File: src/rtl/ps2_host_tx.sv
// PS/2 host-to-device transmitter: sends one command byte to the keyboard over the
// open-drain PS/2 clock/data lines and reports device ACK, NACK or timeout.
module ps2_host_tx #(
    parameter int unsigned INHIBIT_CYCLES = 5000,
    parameter int unsigned TIMEOUT_CYCLES = 1000000
) (
    input  logic       clk,
    input  logic       clr,
    input  logic [7:0] tx_data,
    input  logic       tx_valid,
    output logic       tx_ready,
    input  logic       ps2_clk_in,
    input  logic       ps2_data_in,
    output logic       ps2_clk_oe,
    output logic       ps2_data_oe,
    output logic       busy,
    output logic       done,
    output logic       ack_ok,
    output logic       error
);

    localparam int unsigned INH_W = (INHIBIT_CYCLES > 1) ? $clog2(INHIBIT_CYCLES) : 1;
    localparam int unsigned TMO_W = (TIMEOUT_CYCLES > 1) ? $clog2(TIMEOUT_CYCLES) : 1;
    localparam logic [INH_W-1:0] INH_LAST = INH_W'(INHIBIT_CYCLES - 1);
    localparam logic [TMO_W-1:0] TMO_LAST = TMO_W'(TIMEOUT_CYCLES - 1);

    typedef enum logic [2:0] {
        IDLE,
        INHIBIT,
        REQ,
        XFER,
        ACKS,
        WAITREL
    } state_t;

    state_t           state;
    logic [INH_W-1:0] cnt;
    logic [TMO_W-1:0] tmo;
    logic [3:0]       bitcnt;
    logic [7:0]       shreg;
    logic             parity;
    logic             ack_r;

    logic [1:0] clk_sync;
    logic [1:0] data_sync;
    logic       clk_prev;
    logic       fall;
    logic       tmo_expired;

    // Idle PS/2 lines float high, so the synchronizers reset to 1 to avoid a false fall.
    always_ff @(posedge clk or posedge clr) begin
        if (clr) begin
            clk_sync  <= '1;
            data_sync <= '1;
            clk_prev  <= 1'b1;
        end else begin
            clk_sync  <= {clk_sync[0], ps2_clk_in};
            data_sync <= {data_sync[0], ps2_data_in};
            clk_prev  <= clk_sync[1];
        end
    end

    assign fall        = clk_prev & ~clk_sync[1];
    assign tmo_expired = ~fall & (tmo == TMO_LAST);

    assign tx_ready = (state == IDLE);
    assign busy     = (state != IDLE);

    always_ff @(posedge clk or posedge clr) begin
        if (clr) begin
            state       <= IDLE;
            cnt         <= '0;
            tmo         <= '0;
            bitcnt      <= '0;
            shreg       <= '0;
            parity      <= 1'b0;
            ack_r       <= 1'b0;
            ps2_clk_oe  <= 1'b0;
            ps2_data_oe <= 1'b0;
            done        <= 1'b0;
            ack_ok      <= 1'b0;
            error       <= 1'b0;
        end else begin
            done   <= 1'b0;
            ack_ok <= 1'b0;
            error  <= 1'b0;

            case (state)
                IDLE: begin
                    ps2_clk_oe  <= 1'b0;
                    ps2_data_oe <= 1'b0;
                    if (tx_valid) begin
                        shreg      <= tx_data;
                        parity     <= ~^tx_data;
                        cnt        <= '0;
                        ps2_clk_oe <= 1'b1;
                        state      <= INHIBIT;
                    end
                end

                INHIBIT: begin
                    ps2_clk_oe <= 1'b1;
                    if (cnt == INH_LAST) begin
                        cnt         <= '0;
                        ps2_data_oe <= 1'b1;
                        state       <= REQ;
                    end else begin
                        cnt <= cnt + 1'b1;
                    end
                end

                REQ: begin
                    ps2_clk_oe <= 1'b0;
                    bitcnt     <= '0;
                    tmo        <= '0;
                    state      <= XFER;
                end

                XFER: begin
                    if (tmo_expired) begin
                        ps2_clk_oe  <= 1'b0;
                        ps2_data_oe <= 1'b0;
                        done        <= 1'b1;
                        error       <= 1'b1;
                        tmo         <= '0;
                        state       <= IDLE;
                    end else if (fall) begin
                        tmo <= '0;
                        // Host updates data on each device falling edge; the 11th fall is the ACK slot.
                        if (bitcnt < 4'd8) begin
                            ps2_data_oe <= ~shreg[bitcnt[2:0]];
                            bitcnt      <= bitcnt + 1'b1;
                        end else if (bitcnt == 4'd8) begin
                            ps2_data_oe <= ~parity;
                            bitcnt      <= bitcnt + 1'b1;
                        end else if (bitcnt == 4'd9) begin
                            ps2_data_oe <= 1'b0;
                            bitcnt      <= bitcnt + 1'b1;
                        end else begin
                            ack_r <= ~data_sync[1];
                            state <= ACKS;
                        end
                    end else begin
                        tmo <= tmo + 1'b1;
                    end
                end

                ACKS: begin
                    if (tmo_expired) begin
                        ps2_clk_oe  <= 1'b0;
                        ps2_data_oe <= 1'b0;
                        done        <= 1'b1;
                        error       <= 1'b1;
                        tmo         <= '0;
                        state       <= IDLE;
                    end else begin
                        tmo   <= fall ? '0 : tmo + 1'b1;
                        state <= WAITREL;
                    end
                end

                WAITREL: begin
                    if (clk_sync[1] && data_sync[1]) begin
                        ps2_clk_oe  <= 1'b0;
                        ps2_data_oe <= 1'b0;
                        done        <= 1'b1;
                        ack_ok      <= ack_r;
                        tmo         <= '0;
                        state       <= IDLE;
                    end else if (tmo_expired) begin
                        ps2_clk_oe  <= 1'b0;
                        ps2_data_oe <= 1'b0;
                        done        <= 1'b1;
                        error       <= 1'b1;
                        tmo         <= '0;
                        state       <= IDLE;
                    end else begin
                        tmo <= fall ? '0 : tmo + 1'b1;
                    end
                end

                default: begin
                    ps2_clk_oe  <= 1'b0;
                    ps2_data_oe <= 1'b0;
                    state       <= IDLE;
                end
            endcase
        end
    end

endmodule
File: config.mk
export PLATFORM = sky130hd
export DESIGN_NAME = ps2_host_tx
export DESIGN_NICKNAME = d
export VERILOG_FILES = /design/src/rtl/ps2_host_tx.sv
export SDC_FILE = /design/constraint.sdc
export NUM_CORES = 1
export LEC_CHECK = 0
export CAP_MARGIN = 20
export CORE_MARGIN = 8
export CORE_UTILIZATION = 62
export DETAILED_ROUTE_END_ITERATION = 8
export GPL_ROUTABILITY_DRIVEN = 0
export PLACE_DENSITY = 0.83
export SYNTH_ARGS = -nofsm -noshare
export SYNTH_HDL_FRONTEND = slang
export SYNTH_SLANG_ARGS = --single-unit
File: constraint.sdc
create_clock -name clk -period 6 [get_ports clk]
set_input_delay 0.6 -clock clk [delete_from_list [all_inputs] [get_ports clk]]
set_output_delay 0.6 -clock clk [all_outputs]
set_load 0.05 [all_outputs]
==> run summary, run 1 <==
area grow syn2layout: 14.5%
RSZ-0062 raised after global routing: false
grt ovf: 0
Initial Util: 64.5%
R2R Path Start: clk_prev
yosys warns: 0
post-synth top area cell: dfrtp_1
Worst EP required: 5.40 ns
crit path time final: 2.73 ns
Internal Power: 768 uW
H-tree levels: 3
final setup fails: 0
min-delay src: clk_sync[0]
layout cell share with drive strength beyond 1: 12.4%
Synth Register Bits: 60
Worst-path clk slew: 0.08 ns
vias per cell: 6.21
Worst Setup End Kind: output pin
period utilization: 45.6%
Clock Latency Late Sink: 0.35 ns
vias: 2732
drt drc: 0
Crit Path Class: register to output pin
syn_nets: 365
first-pass GRT wire length: 12500 um
top-count cell post-synth: dfrtp_1
Post-DP HPWL: 4690 um
Die Height: 88.9 um
GRT Util Overall: 20.4%
Yosys cell types: 54
post-synthesis sequential area ratio: 45.8%
Num CTS Buffers: 9
clock network power share: 44.0%
Critical Path AT: 2.13 ns
syn_area_per_cell: 9.49 sq um
asr flop ratio synth: 100%
setup TNS: 0 ns
Leakage: 1.53 nW
Hold WC Path Type: register to register
Core ar.: 5110 sq um
clk root buf: clkbuf_8
clk_skew: 0.00796 ns
Sw Share: 25.1%
initial DRC count: 279
switching power: 257 uW
number of I/O port buffers: 19
critical path startpoint category: register
post-cts sizing count: 0
Comb power frac: 9.6%
Clock Sinks: 60
io pins: 20
fmax: 366 MHz
Yosys top cell area share: 41.8%
Synth area leaders: dfrtp_1 42%, nand2_1 4.4%, dfstp_2 4.0%
Max IR drop VDD: 0.000208 V
Gate Count Post-Synth: 347
Cell Area, Synth: 3290 sq um
Max Cap Violations: 0
row count: 26
# hold bufs at CTS: 0
Primary FF master, synth: dfrtp_1
Flop pwr share: 46.3%
status: finished clean
Slew HR: 28.5%
CP Launch Point: state[0]
fin area: 3770 sq um
Tightest Pin Transition: 1.07 ns
vias in the first global route: 2557
Post-synth top cells: 55 x dfrtp_1, 39 x nand2_1, 23 x o21ai_0
initial antenna violation count: 0
EDFF count, synth: 0
fill cell count: 369
postcts setup bufs: 0
WL final: 7180 um
CP max FO: 16
DIE AREA: 7900 sq um
Avg WL per Cell: 16.3 um
Hold Violations, Final: 0
ANT nets after route: 0
clock buffer depth: 2
Final nets: 383
drt pass-1 iters: 5
Die Span X: 88.9 um
Power per Cell Area: 272 nW/um^2
largest net degree at the start of global routing: 61
Final Max Tran Viols: 0
CTS tree: built
placed instance area: 3520 sq um
Ant. Diodes: 0
## state kept, by name, indices dropped and copies added (netlist names)
signal	flops
cnt	13
parity	1
tmo	20
bitcnt	4
ps2_clk_oe	1
done	1
clk_sync	2
data_sync	2
ack_ok	1
ack_r	1
shreg	8
ps2_data_oe	1
clk_prev	1
state	3
error	1
## cell usage in the layout, fill, tap and decap left out, drive strengths merged, types with 6 or more instances in the layout
master / n
nand2: 39
a21o: 6
nand4: 10
nor4: 9
a21oi: 7
inv: 12
nor3: 8
clkbuf: 9
xnor2: 10
a31oi: 21
nand3: 19
mux2i: 8
nor2: 20
dfrtp: 55
o21ai: 24
clkdlybuf4s50: 19
xor2: 6
mux2: 9
## final cells by class
type / instances / area, sq um / area share [%]
flip-flops and latches: 60 / 1510 / 40.0
repair buffers: 21 / 205 / 5.44
multi-input cells: 261 / 1680 / 44.5
well taps: 70 / 87.6 / 2.32
clock inverters: 7 / 125 / 3.32
clock buffers: 9 / 124 / 3.28
inverters: 12 / 45.0 / 1.19
## through the flow
| stage | worst slack [ns] | hold WS, ns | utilization (%) | cells | power (mW) |
|---|---|---|---|---|---|
| 3_3_place_gp | 3.50 | 0.345 | 69.0 | 424 | 0.575 |
| 4_1_cts | 3.25 | 0.355 | 73.9 | 440 | 1.03 |
| 3_5_place_dp | 3.40 | 0.348 | 69.0 | 424 | 0.580 |
| 6_report | 3.27 | 0.353 | 73.9 | 440 | 1.03 |
| 2_1_floorplan | 3.06 | 0.345 | - | 347 | 0.547 |
| 5_1_grt | 3.11 | 0.358 | 73.9 | 440 | 1.07 |
## kinds of logic (layout without fill, tap and decap cells)
| family | after synthesis | count (layout) | share of synthesized area [%] |
|---|---|---|---|
| muxes | 17 | 17 | 5.51 |
| buffers and inverters | 26 | 49 | 3.27 |
| xor gates and xnor gates | 16 | 16 | 4.25 |
| AOI/OAI and AO/OA | 79 | 79 | 15.6 |
| DFF | 60 | 60 | 45.8 |
| and+or+nand+nor | 144 | 144 | 23.7 |
| adders and majority gates | 5 | 5 | 1.90 |
## metal layers
layer  vias up  GRT usage [%]  wire, um
li1       1312              -         -
met1      1307           28.2      3320
met2        98           28.7      3250
met3        15           5.79       464
met4         0           9.22       139
met5         -              0         0
## worst paths after layout
check / slack (ns) / end / cells past startpoint
setup reg to reg: 3.27 / tmo[15] / 4
hold reg to reg: 0.35 / clk_sync[1] / 0
setup / recovery: 3.27 / tx_ready / 2
hold / removal: 0.35 / clk_sync[1] / 0
min in group asynchronous: 0.78 / error / 3
max in group asynchronous: 4.73 / tmo[0] / 3
## power groups by stage
stage / Clock (mW) / Sequential (mW) / Combinational (mW)
6_report: 0.451 / 0.475 / 0.0988
2_1_floorplan: 0 / 0.475 / 0.0721
5_1_grt: 0.477 / 0.481 / 0.114
3_3_place_gp: 0 / 0.479 / 0.0955
4_1_cts: 0.458 / 0.474 / 0.0998
3_5_place_dp: 0 / 0.480 / 0.0998
## worst max-delay path, stage by stage (launching register included)
cell             delay, ns
dfrtp_1               0.56
nor3_1                0.36
clkdlybuf4s50_1       0.86
Note: power is estimated with default switching activity, not from simulation.
==> inputs of run 2 (changes only) <==
- CORE_UTILIZATION: 62 -> 59
- PLACE_DENSITY: 0.83 -> 0.79
- clock period: 6 -> 2.7 ns (I/O delays scaled with it)
==> run summary, run 2 (same netlist as run 1, synthesis figures left out) <==
status: finished clean
grt ovf: 0 (unchanged)
ANT nets after route: 0 (unchanged)
Cell Chain, Critical Path: ha_1 > nand3_1 > nor4_4 > a31oi_2 > buf_4 > a31o_2 > a22o_1
most common cell after layout, fill and taps aside: dfrtp_1
stages on the worst setup path: 7 (+5)
setup TNS: 0 ns (unchanged)
area grow syn2layout: 14.1%
Biggest register: tmo
CP max FO: 10 (-6)
vias in the first global route: 2673 (+4.5%)
fin area: 3760 sq um (-0.40%)
vias: 2729 (-0.11%)
Critical Path Max Stage Delay: 0.43 ns (-0.43 ns)
DIE AREA: 8230 sq um (+4.2%)
Ant. Diodes: 0 (unchanged)
Worst Setup End Kind: register
R2R Path Start: tmo[0]
final setup fails: 0 (unchanged)
Final Power: 2.00 mW (+95%)
H-tree levels: 3 (unchanged)
crit path time final: 2.38 ns
Hold WS: 0.317 ns (-0.0354 ns)
Final nets: 388 (+1.3%)
Critical Path AT: 2.60 ns (+0.47 ns)
first-pass GRT wire length: 12600 um (+1.2%)
Hold WC Path Type: input port to async pin
largest net degree at the start of global routing: 61 (unchanged)
Critical Path Sink: tmo[4]
Avg WL per Cell: 16.4 um (+0.84%)
drt pass-1 iters: 4 (-1)
Worst-path clk slew: 0.07 ns (about the same)
initial antenna violation count: 0 (unchanged)
Final Max Tran Viols: 0 (unchanged)
# hold bufs at CTS: 0 (unchanged)
Leakage: 1.52 nW (-0.44%)
layout cell share with drive strength beyond 1: 13.6% (+1.2 points)
Final Core Density: 69.1% (-4.8 points)
post-cts sizing count: 0 (unchanged)
Tightest Pin Transition: 0.927 ns (-0.143 ns)
vias per cell: 6.12 (-1.5%)
Crit path buffers/inverters: 1 (unchanged)
row count: 27 (+3.8%)
Die Height: 90.7 um (+2.1%)
io pins: 20 (unchanged)
critical path startpoint category: register
reg-to-reg endpoint: tmo[4]
Power per Cell Area: 533 nW/um^2 (+96%)
fmax: 420 MHz
Post-DP HPWL: 4950 um (+5.7%)
clock buffer depth: 2 (unchanged)
Max Cap Violations: 0 (unchanged)
initial DRC count: 145 (-48%)
Clock Latency Late Sink: 0.34 ns (about the same)
Worst EP required: 2.92 ns (-2.48 ns)
number of I/O port buffers: 19 (unchanged)
FF-to-FF path depth: 7 (+3)
crit path max-delay cell type: dfrtp_1
clk root buf: clkbuf_8
max reg flops: 20 (unchanged)
RSZ-0062 raised after global routing: false
drt drc: 0 (unchanged)
most frequent cells in the layout: 55 x dfrtp_1, 39 x nand2_1, 23 x o21ai_0
WL final: 7340 um (+2.2%)
Die Span X: 90.7 um (+2.1%)
Num CTS Buffers: 9 (unchanged)
Hold Violations, Final: 0 (unchanged)
Initial Util: 60.6% (-3.9 points)
Crit Path Class: register to register
postcts setup bufs: 0 (unchanged)
R2R Setup Slk: 0.32 ns (-2.95 ns)
fill cell count: 428 (+16%)
placed instance area: 3580 sq um (+1.6%)
Max IR drop VDD: 0.000420 V (+100%)
GRT Util Overall: 18.7% (-1.7 points)
Clock Sinks: 60 (unchanged)
CP Launch Point: tmo[0]
CTS tree: built
clk_skew: 0.0126 ns (+0.00463 ns)
Core ar.: 5440 sq um (+6.5%)
Largest regs: tmo x20, cnt x13, shreg x8
Largest delay share family, worst path: compound AO/OA/AOI/OAI gates
period utilization: 88.1%
Slew HR: 37.8% (+9.3 points)
==> run 2: cell types whose count changed in the layout (fill, tap and decap cells not counted), sizes merged <==
cell / change
clkbuf: +2
clkinv: -2
clkinvlp: +2
bufinv: -3
buf: +5
==> run 2: through the flow <==
step                      cells  setup WS [ns]
after global routing        446          0.135
after global placement      431          0.459
after CTS                   446          0.346
after floorplan             347          0.375
final                       446          0.321
after detailed placement    431          0.347
==> run 2: worst register-to-register path: cells and delay by family, from the launching register on <==
kind	cells	cell delay, ns
and+or+nand+nor	2	0.68
DFF	1	0.43
adders and majority gates	1	0.22
buffers and inverters	1	0.25
AOI/OAI and AO/OA	3	0.68
==> run 2: area by class of cell <==
cell class / count / area, sq um / area share (%)
Timing Repair Buffer: 26 / 255 / 6.79
Inverter: 12 / 45.0 / 1.20
Clock inverter: 4 / 25.0 / 0.666
Clock buffer: 11 / 151 / 4.03
Tap cell: 72 / 90.1 / 2.40
Multi-Input combinational cell: 261 / 1680 / 44.8
Sequential cell: 60 / 1510 / 40.1
==> run 2: how the worst min path moves through the flow <==
stage	startpoint	to	slack (ns)	depth (start not counted)
6_report	clr	tmo[7]	0.32	3
3_5_place_dp	data_sync[0]	data_sync[1]	0.35	0
3_3_place_gp	data_sync[0]	data_sync[1]	0.35	0
4_1_cts	clr	cnt[6]	0.32	3
5_1_grt	ps2_clk_in	clk_sync[0]	0.34	1
2_1_floorplan	ps2_clk_in	clk_sync[0]	0.27	0
==> run 2: per-layer routing <==
metal	GRT usage, %	wire length [um]	vias to the layer above
li1	-	-	1317
met1	24.1	3550	1351
met2	29.2	3440	51
met3	3.82	239	10
met4	9.02	106	0
met5	0	0	-
==> run 2: power breakdown <==
part / switching, mW / internal [mW]
clock: 0.346 / 0.374
sequential: 0.0799 / 0.978
combinational: 0.112 / 0.114
==> inputs of run 3 (changes only) <==
- CORE_MARGIN: 8 -> 1
- REMOVE_ABC_BUFFERS: default -> 1
==> run summary, run 3 (same netlist as run 1, synthesis figures left out) <==
status: finished clean
DIE AREA: 5890 sq um (-28%)
max reg flops: 20 (unchanged)
Critical Path AT: 2.15 ns (-0.45 ns)
grt ovf: 0 (unchanged)
Post-DP HPWL: 4900 um (-1.1%)
Final nets: 389 (+0.26%)
largest net degree at the start of global routing: 61 (unchanged)
first-pass GRT wire length: 12600 um (-0.10%)
clk_skew: 0.0128 ns (+0.000240 ns)
final setup fails: 0 (unchanged)
Initial Util: 62.9% (+2.3 points)
area grow syn2layout: 15.9%
CP Launch Point: state[0]
FF-to-FF path depth: 7 (unchanged)
initial DRC count: 172 (+19%)
Worst EP required: 2.43 ns (-0.49 ns)
most common cell after layout, fill and taps aside: dfrtp_1
Tightest Pin Transition: 0.886 ns (-0.0411 ns)
Register Area: 1510 sq um (unchanged)
Largest regs: tmo x20, cnt x13, shreg x8
post-cts sizing count: 0 (unchanged)
setup TNS: 0 ns (unchanged)
Crit Path Class: register to output pin
most frequent cells in the layout: 55 x dfrtp_1, 39 x nand2_1, 23 x o21ai_0
drt drc: 0 (unchanged)
CTS tree: built
postcts setup bufs: 0 (unchanged)
H-tree levels: 3 (unchanged)
Worst-path clk slew: 0.07 ns (about the same)
period utilization: 89.7% (+1.5 points)
Biggest register: tmo
vias per cell: 6.15 (+0.55%)
vias in the first global route: 2671 (-0.075%)
Ant. Diodes: 0 (unchanged)
Critical Path Sink: tx_ready
io pins: 20 (unchanged)
Final Power: 2.23 mW (+11%)
Die Span X: 76.7 um (-15%)
reg-to-reg endpoint: tmo[10]
crit path max-delay cell type: clkdlybuf4s50_1
row count: 26 (-3.7%)
number of I/O port buffers: 19 (unchanged)
crit path time final: 2.42 ns (+0.0418 ns)
CP max FO: 11 (+1)
Leakage: 1.56 nW (+2.1%)
Hold Violations, Final: 0 (unchanged)
WL final: 7210 um (-1.7%)
Max IR drop VDD: 0.000362 V (-14%)
Clock Sinks: 60 (unchanged)
clock buffer depth: 2 (unchanged)
fmax: 413 MHz (-1.7%)
critical path startpoint category: register
Power per Cell Area: 585 nW/um^2 (+9.7%)
drt pass-1 iters: 4 (unchanged)
R2R Setup Slk: 0.29 ns (-0.03 ns)
Final Max Tran Viols: 0 (unchanged)
layout cell share with drive strength beyond 1: 13.6% (-0.073 points)
Worst Setup End Kind: output pin
Die Height: 76.7 um (-15%)
Num CTS Buffers: 9 (unchanged)
Avg WL per Cell: 16.2 um (-1.7%)
R2R Path Start: tmo[0]
clk root buf: clkbuf_8
Cell Chain, Critical Path: buf_4 > nor3_1 > clkdlybuf4s50_1
Critical Path Max Stage Delay: 0.87 ns (+0.44 ns)
fill cell count: 407 (-4.9%)
Core ar.: 5240 sq um (-3.7%)
# hold bufs at CTS: 0 (unchanged)
Max Cap Violations: 0 (unchanged)
RSZ-0062 raised after global routing: false
ANT nets after route: 0 (unchanged)
Hold WC Path Type: input port to async pin
Slew HR: 40.5% (+2.8 points)
vias: 2744 (+0.55%)
initial antenna violation count: 0 (unchanged)
area of the multi-input gates: 1680 sq um (-0.30%)
GRT Util Overall: 27.4% (+8.7 points)
Clock Latency Late Sink: 0.35 ns (about the same)
-- run 3: cell count changes in the layout (fill, tap and decap cells not counted) --
cell,before,now
bufinv_16,0,2
clkinv_2,2,0
buf_4,6,7
clkbuf_1,0,1
clkbuf_8,11,12
clkinvlp_4,2,1
nor3_1,7,8
nor3_2,1,0
-- run 3: metal layers --
layer  vias to the layer above  part of all wire [%]  routed length, um  track usage, %
met2                       101                    47               3370            43.7
met3                         7                   6.2                449            7.26
met1                      1319                    46               3310            36.6
met4                         0                   1.1                 77            8.85
met5                         -                     0                  0               0
li1                       1317                     -                  -               -
-- run 3: cell type report --
type / count / area share [%]
Multi-Input combinational cell: 261 / 44.0
Sequential cell: 60 / 39.5
Timing Repair Buffer: 27 / 6.88
Clock buffer: 13 / 4.42
Tap cell: 70 / 2.29
Clock inverter: 3 / 1.77
Inverter: 12 / 1.18
-- run 3: stage by stage --
step | setup WS [ns] | util (%) | hold WS [ns] | cell area, sq um | instances
6_report | 0.279 | 72.9 | 0.300 | 3820 | 446
2_1_floorplan | 0.0583 | - | 0.274 | 3230 | 333
4_1_cts | 0.261 | 72.9 | 0.319 | 3820 | 446
3_5_place_dp | 0.354 | 68.4 | 0.347 | 3580 | 430
3_3_place_gp | 0.490 | 68.4 | 0.345 | 3580 | 430
5_1_grt | 0.122 | 72.9 | 0.328 | 3820 | 446
-- run 3: power by group --
group / switching, mW / internal (mW) / total [mW]
Clock: 0.349 / 0.596 / 0.945
Sequential: 0.0814 / 0.978 / 1.06
Combinational: 0.113 / 0.116 / 0.229
Total: 0.544 / 1.69 / 2.23
-- run 3: worst max-delay path: cells and delay by family, from the launching register on --
kind	cells	cell delay (ns)
buffers and inverters	2	1.07
DFF	1	0.43
and+or+nand+nor	1	0.31
-- run 3: how the worst min path moves through the flow --
stage	slack [ns]	start	cells after the start	end
finish	0.30	clr	3	cnt[8]
global route	0.33	ps2_clk_in	1	clk_sync[0]
detailed placement	0.35	data_sync[0]	0	data_sync[1]
floorplan	0.27	ps2_clk_in	0	clk_sync[0]
global placement	0.35	data_sync[0]	0	data_sync[1]
CTS	0.32	clr	3	cnt[8]
